`src/rtl/ax_level_governor.sv`:
```
// Closed-loop approximation-level governor: counts commit-stage errors per window
// and nudges the CSR AXLEVEL register up or down against the AXTHRESHOLD budget.
module ax_level_governor #(
  parameter int AX_LEVEL_WIDTH = 3,
  parameter int WINDOW_WIDTH   = 10,
  parameter int HOLD_CYCLES    = 16,
  parameter int ERR_WIDTH      = 32,
  parameter int ERR_INC_WIDTH  = 2
) (
  input  logic                      clk,
  input  logic                      rst,
  input  logic                      govEnable,
  input  logic [AX_LEVEL_WIDTH-1:0] axLevel,
  input  logic [31:0]               axThreshold,
  input  logic [ERR_INC_WIDTH-1:0]  errInc,
  input  logic                      csrAxLevelWrite,
  output logic                      axLevelEn,
  output logic [AX_LEVEL_WIDTH-1:0] axLevelData,
  output logic [1:0]                govState
);

  localparam logic [1:0] S_IDLE    = 2'd0;
  localparam logic [1:0] S_MEASURE = 2'd1;
  localparam logic [1:0] S_DECIDE  = 2'd2;
  localparam logic [1:0] S_HOLD    = 2'd3;

  localparam int HOLD_W = (HOLD_CYCLES > 1) ? $clog2(HOLD_CYCLES) : 1;
  localparam logic [HOLD_W-1:0]         HOLD_LAST = HOLD_W'(HOLD_CYCLES - 1);
  localparam logic [WINDOW_WIDTH-1:0]   WIN_LAST  = '1;
  localparam logic [AX_LEVEL_WIDTH-1:0] LEVEL_MAX = '1;

  logic [1:0]                state_reg, state_next;
  logic [WINDOW_WIDTH-1:0]   win_cnt_reg, win_cnt_next;
  logic [ERR_WIDTH-1:0]      err_acc_reg, err_acc_next;
  logic [HOLD_W-1:0]         hold_cnt_reg, hold_cnt_next;
  logic                      pulse_reg, pulse_next;
  logic [AX_LEVEL_WIDTH-1:0] data_reg, data_next;

  logic [ERR_WIDTH:0]        acc_sum;
  logic [ERR_WIDTH-1:0]      acc_sat;
  logic [31:0]               acc_wide;
  logic                      lower_level;
  logic                      raise_level;
  logic [AX_LEVEL_WIDTH-1:0] target_level;

  // Saturating accumulate so a burst of errors can never wrap back under budget.
  assign acc_sum = {1'b0, err_acc_reg} + (ERR_WIDTH + 1)'(errInc);
  assign acc_sat = acc_sum[ERR_WIDTH] ? '1 : acc_sum[ERR_WIDTH-1:0];

  assign acc_wide     = 32'(err_acc_reg);
  assign lower_level  = (acc_wide > axThreshold) && (axLevel != '0);
  assign raise_level  = !lower_level && (acc_wide <= {1'b0, axThreshold[31:1]})
                        && (axLevel != LEVEL_MAX);
  assign target_level = lower_level ? (axLevel - AX_LEVEL_WIDTH'(1))
                                    : (axLevel + AX_LEVEL_WIDTH'(1));

  always_comb begin
    state_next    = state_reg;
    win_cnt_next  = win_cnt_reg;
    err_acc_next  = err_acc_reg;
    hold_cnt_next = hold_cnt_reg;
    pulse_next    = 1'b0;
    data_next     = data_reg;

    if (!govEnable) begin
      state_next    = S_IDLE;
      win_cnt_next  = '0;
      err_acc_next  = '0;
      hold_cnt_next = '0;
    end else if (csrAxLevelWrite && (state_reg != S_IDLE)) begin
      // Software took control of the level: discard this measurement and restart.
      state_next    = S_MEASURE;
      win_cnt_next  = '0;
      err_acc_next  = '0;
      hold_cnt_next = '0;
    end else begin
      case (state_reg)
        S_IDLE: begin
          win_cnt_next  = '0;
          err_acc_next  = '0;
          hold_cnt_next = '0;
          state_next    = S_MEASURE;
        end
        S_MEASURE: begin
          err_acc_next = acc_sat;
          win_cnt_next = win_cnt_reg + WINDOW_WIDTH'(1);
          if (win_cnt_reg == WIN_LAST) begin
            state_next = S_DECIDE;
          end
        end
        S_DECIDE: begin
          win_cnt_next  = '0;
          err_acc_next  = '0;
          hold_cnt_next = '0;
          if (lower_level || raise_level) begin
            pulse_next = 1'b1;
            data_next  = target_level;
            state_next = S_HOLD;
          end else begin
            state_next = S_MEASURE;
          end
        end
        S_HOLD: begin
          if (hold_cnt_reg == HOLD_LAST) begin
            hold_cnt_next = '0;
            state_next    = S_MEASURE;
          end else begin
            hold_cnt_next = hold_cnt_reg + HOLD_W'(1);
          end
        end
        default: begin
          state_next = S_IDLE;
        end
      endcase
    end
  end

  always_ff @(posedge clk) begin
    if (rst) begin
      state_reg    <= S_IDLE;
      win_cnt_reg  <= '0;
      err_acc_reg  <= '0;
      hold_cnt_reg <= '0;
      pulse_reg    <= 1'b0;
      data_reg     <= '0;
    end else begin
      state_reg    <= state_next;
      win_cnt_reg  <= win_cnt_next;
      err_acc_reg  <= err_acc_next;
      hold_cnt_reg <= hold_cnt_next;
      pulse_reg    <= pulse_next;
      data_reg     <= data_next;
    end
  end

  // A same-cycle software write suppresses the strobe; it is never replayed.
  assign axLevelEn   = pulse_reg & ~csrAxLevelWrite;
  assign axLevelData = data_reg;
  assign govState    = state_reg;

endmodule

```
`config.mk`:
```
export PLATFORM = sky130hd
export DESIGN_NAME = ax_level_governor
export DESIGN_NICKNAME = d
export VERILOG_FILES = /design/src/rtl/ax_level_governor.sv
export SDC_FILE = /design/constraint.sdc
export NUM_CORES = 1
export LEC_CHECK = 0
export CAP_MARGIN = 20
export CORE_MARGIN = 2
export CORE_UTILIZATION = 63
export DETAILED_ROUTE_END_ITERATION = 16
export PLACE_DENSITY_LB_ADDON = 0.05
export SLEW_MARGIN = 30
export SYNTH_ARGS = -nofsm -noshare
export SYNTH_HDL_FRONTEND = slang
export SYNTH_SLANG_ARGS = --single-unit
```
`constraint.sdc`:
```
create_clock -name clk -period 6.3 [get_ports clk]
set_clock_uncertainty 0.15 [all_clocks]
set_input_delay 0.945 -clock clk [delete_from_list [all_inputs] [get_ports clk]]
set_output_delay 0.945 -clock clk [all_outputs]
set_load 0.005 [all_outputs]
```
==> impl_metrics.csv <==
group,metric,value,unit
synth,synth_top_cells_by_count,"ha_1 (73), a21oi_1 (62), o21ai_0 (57)",
setup_path,critPathArrivalTime,4010,ps
detailed_routing,wl_per_cell,14.85,um
global_routing,overflow,0,
floorplanning,die_w,88.11,um
pwr,p_leak,2.162,nW
finish,drive_gt1_share,4.355,%
setup_path,r2r_cells,11,
setup_path,path_cells,"clkdlybuf4s50_1, inv_1, ha_1, nand4_2, nor4_2, nand2_1, or3b_1, o22ai_2, inv_1, fa_1, xnor2_1, xnor2_1, a32o_1",
detailed_routing,vias_per_cell,6.057,
clock_network,cts_resized,0,
setup_path,cp-startpoint,"axThreshold[31]",
synth,yosysSeqAreaShare,23.36,%
sta,fin_crit,3951,ps
place,portBuffers,46,
sta,worst_slack,2349,ps
synth,yosys-top-cells-area,"dfxtp_1 (23%), ha_1 (20%), a21oi_1 (7.0%)",
clock_network,post_cts_buffers,0,
finish,area_growth,14.80,%
synth,synthCells,581,
floorplanning,die-area,7763,sq um
synth,synth_most_common_cell,"ha_1",
floorplanning,io_pins,47,
floorplanning,core,6832,sq um
sta,relSlewSlack,58.26,%
job,maxCapViolCount,0,
place,placed_cells_incl_taps,708,
clock_network,cts_tree,"done",
clock_network,clockRootBuffer,"clkbuf_8",
sta,rsz0062_at_grt,"no",
sta,finalSetupViolations,0,
sta,fmax,253.1,MHz
detailed_routing,antenna_left,0,
floorplanning,start_util,65.24,%
sta,tightestPinTransition,626.1,ps
floorplanning,die_h,88.11,um
detailed_routing,routed_wl,10.64,mm
synth,synth-edff-count,0,
sta,finalHoldViolations,0,
synth,synth-main-ff-cell,"dfxtp_1",
pwr,powerDensity,132.1,nW/um^2
floorplanning,rows,30,
synth,synth_top_area_share,23.36,%
global_routing,grt_pass1_vias,4156,
run_status,status,"finished clean",
setup_path,critPathRequiredTime,6360,ps
finish,multi_input_area,3174,sq um
synth,synth_warnings,0,
synth,async_flop_share,0,%
place,gp_congestion,0.8992,
global_routing,grt_max_degree,45,
synth,syn_area_per_cell,7.671,sq um
setup_path,end_kind,"register",
global_routing,antenna_found_initial,0,
clock_network,insertion_delay,310,ps
finish,fillers,566,
setup_path,cp_max_fo,4,
setup_path,setup.worst_path.class,"in2reg",
place,hpwlAfterDp,8.120,mm
sta,fin_crit_sh,62.71,%
synth,ys_ff_latch,52,
detailed_routing,drc,0,
sta,timing.final.max_slew_violations,0,
clock_network,cts.sinks,52,
synth,synth_area,4457,sq um
setup_path,crit_end,"axLevelData[2]$_SDFFE_PP0P_",
clock_network,path_clk_slew,100,ps
setup_path,r2r_setup_slack,3060,ps
place,dp_slack,2058,ps
detailed_routing,vias,4337,
finish,final_cells,716,
sta,whs,348.3,ps
synth,yosys.area.top_type,"dfxtp_1",
setup_path,slowest_delay,460,ps
pwr,power,676.1,uW
clock_network,cts_max_path_buffers,2,
finish,nets,735,
hold_path,hp-class,"reg2reg",
clock_network,cts_buffers,5,
global_routing,track_usage,28.58,%
finish,largest_reg_flops,32,
finish,diodes,0,
pwr,ir_drop,0.1336,mV
clock_network,h-tree-depth,2,
setup_path,reg2reg_to,"axLevelData[2]$_SDFFE_PP0P_",
finish,seq_area,1041,sq um
setup_path,cp-start-kind,"input pin",
synth,synthesis.nets,697,
setup_path,reg2reg_from,"acc_wide[29]$_SDFFE_PP0P_",
detailed_routing,first_iter_violations,314,
setup_path,cpMaxStageDelayCell,"clkdlybuf4s50_1",
synth,yosysUniqueCellTypes,59,
global_routing,grt_pass1_wl,18.13,mm
sta,setup_tns,0,ps
detailed_routing,drt_pass1_iterations,5,
clock_network,holdBufCountCts,0,
logic make-up (layout without fill, tap and decap cells):
logic type	count (synthesis)	in the layout	share of synthesized area, %
AND/OR/NAND/NOR	212	212	25.18
AO/OA/AOI/OAI	164	164	21.79
adder cells (fa/ha/maj)	75	75	21.39
buffers and inverters	65	104	5.587
flip-flops	52	52	23.36
XOR/XNOR	10	10	1.965
multiplexers	3	3	0.7299
report_power, final:
group	internal (mW)	total (mW)	switching, mW
logic	0.0493	0.102	0.0525
registers	0.329	0.331	0.00144
clock network	0.130	0.243	0.113
total	0.509	0.676	0.167
worst min path at each step:
stage               slack, ps                     start  cells past startpoint                  endpoint
floorplan                 310  acc_wide[0]$_SDFFE_PP0P_                      2  acc_wide[0]$_SDFFE_PP0P_
global placement          330  acc_wide[0]$_SDFFE_PP0P_                      2  acc_wide[0]$_SDFFE_PP0P_
detailed placement        340  acc_wide[0]$_SDFFE_PP0P_                      2  acc_wide[0]$_SDFFE_PP0P_
CTS                       350  acc_wide[0]$_SDFFE_PP0P_                      2  acc_wide[0]$_SDFFE_PP0P_
global route              380  acc_wide[0]$_SDFFE_PP0P_                      2  acc_wide[0]$_SDFFE_PP0P_
finish                    350  acc_wide[0]$_SDFFE_PP0P_                      2  acc_wide[0]$_SDFFE_PP0P_
cell type report:
type / instances / share of cell area (%)
timing repair buffer: 49 / 9.440
sequential: 52 / 20.35
clock buffer: 6 / 1.614
tap: 96 / 2.348
clock inverter: 2 / 0.7581
inverter: 47 / 3.448
multi-input combinational: 464 / 62.04
placed cells by master (no fill, tap or decap), types with 19 or more instances in the layout:
cell | netlist | routed
nor2_1 | 47 | 47
ha_1 | 73 | 73
a21oi_1 | 62 | 62
nand2_1 | 41 | 41
o21ai_0 | 57 | 57
dfxtp_1 | 52 | 52
nor3_1 | 20 | 19
clkdlybuf4s50_1 | 0 | 46
inv_1 | 47 | 47
nand3_1 | 27 | 27
worst max-delay path: cells and delay by family:
| kind | cells | cell delay, ps |
|---|---|---|
| compound gates | 2 | 410 |
| xor+xnor | 2 | 280 |
| buf+inv | 3 | 620 |
| fa+ha+maj | 2 | 700 |
| simple gates | 4 | 1050 |
metal layers:
layer,track usage [%],share of wire [%],routed length (um),vias to the layer above
li1,-,-,-,2175
met1,35.83,45,4819,2024
met2,52.13,49,5201,119
met3,3.205,4.6,486,19
met4,7.300,1.2,129,0
met5,0,0,0,-
metrics by stage:
step	cell area, sq um	util [%]
after floorplan	4457	-
after global placement	4992	73.08
after detailed placement	4992	73.08
after CTS	5114	74.85
after global routing	5116	74.89
final	5116	74.89
No activity file was read; power rests on OpenSTA's default activity.
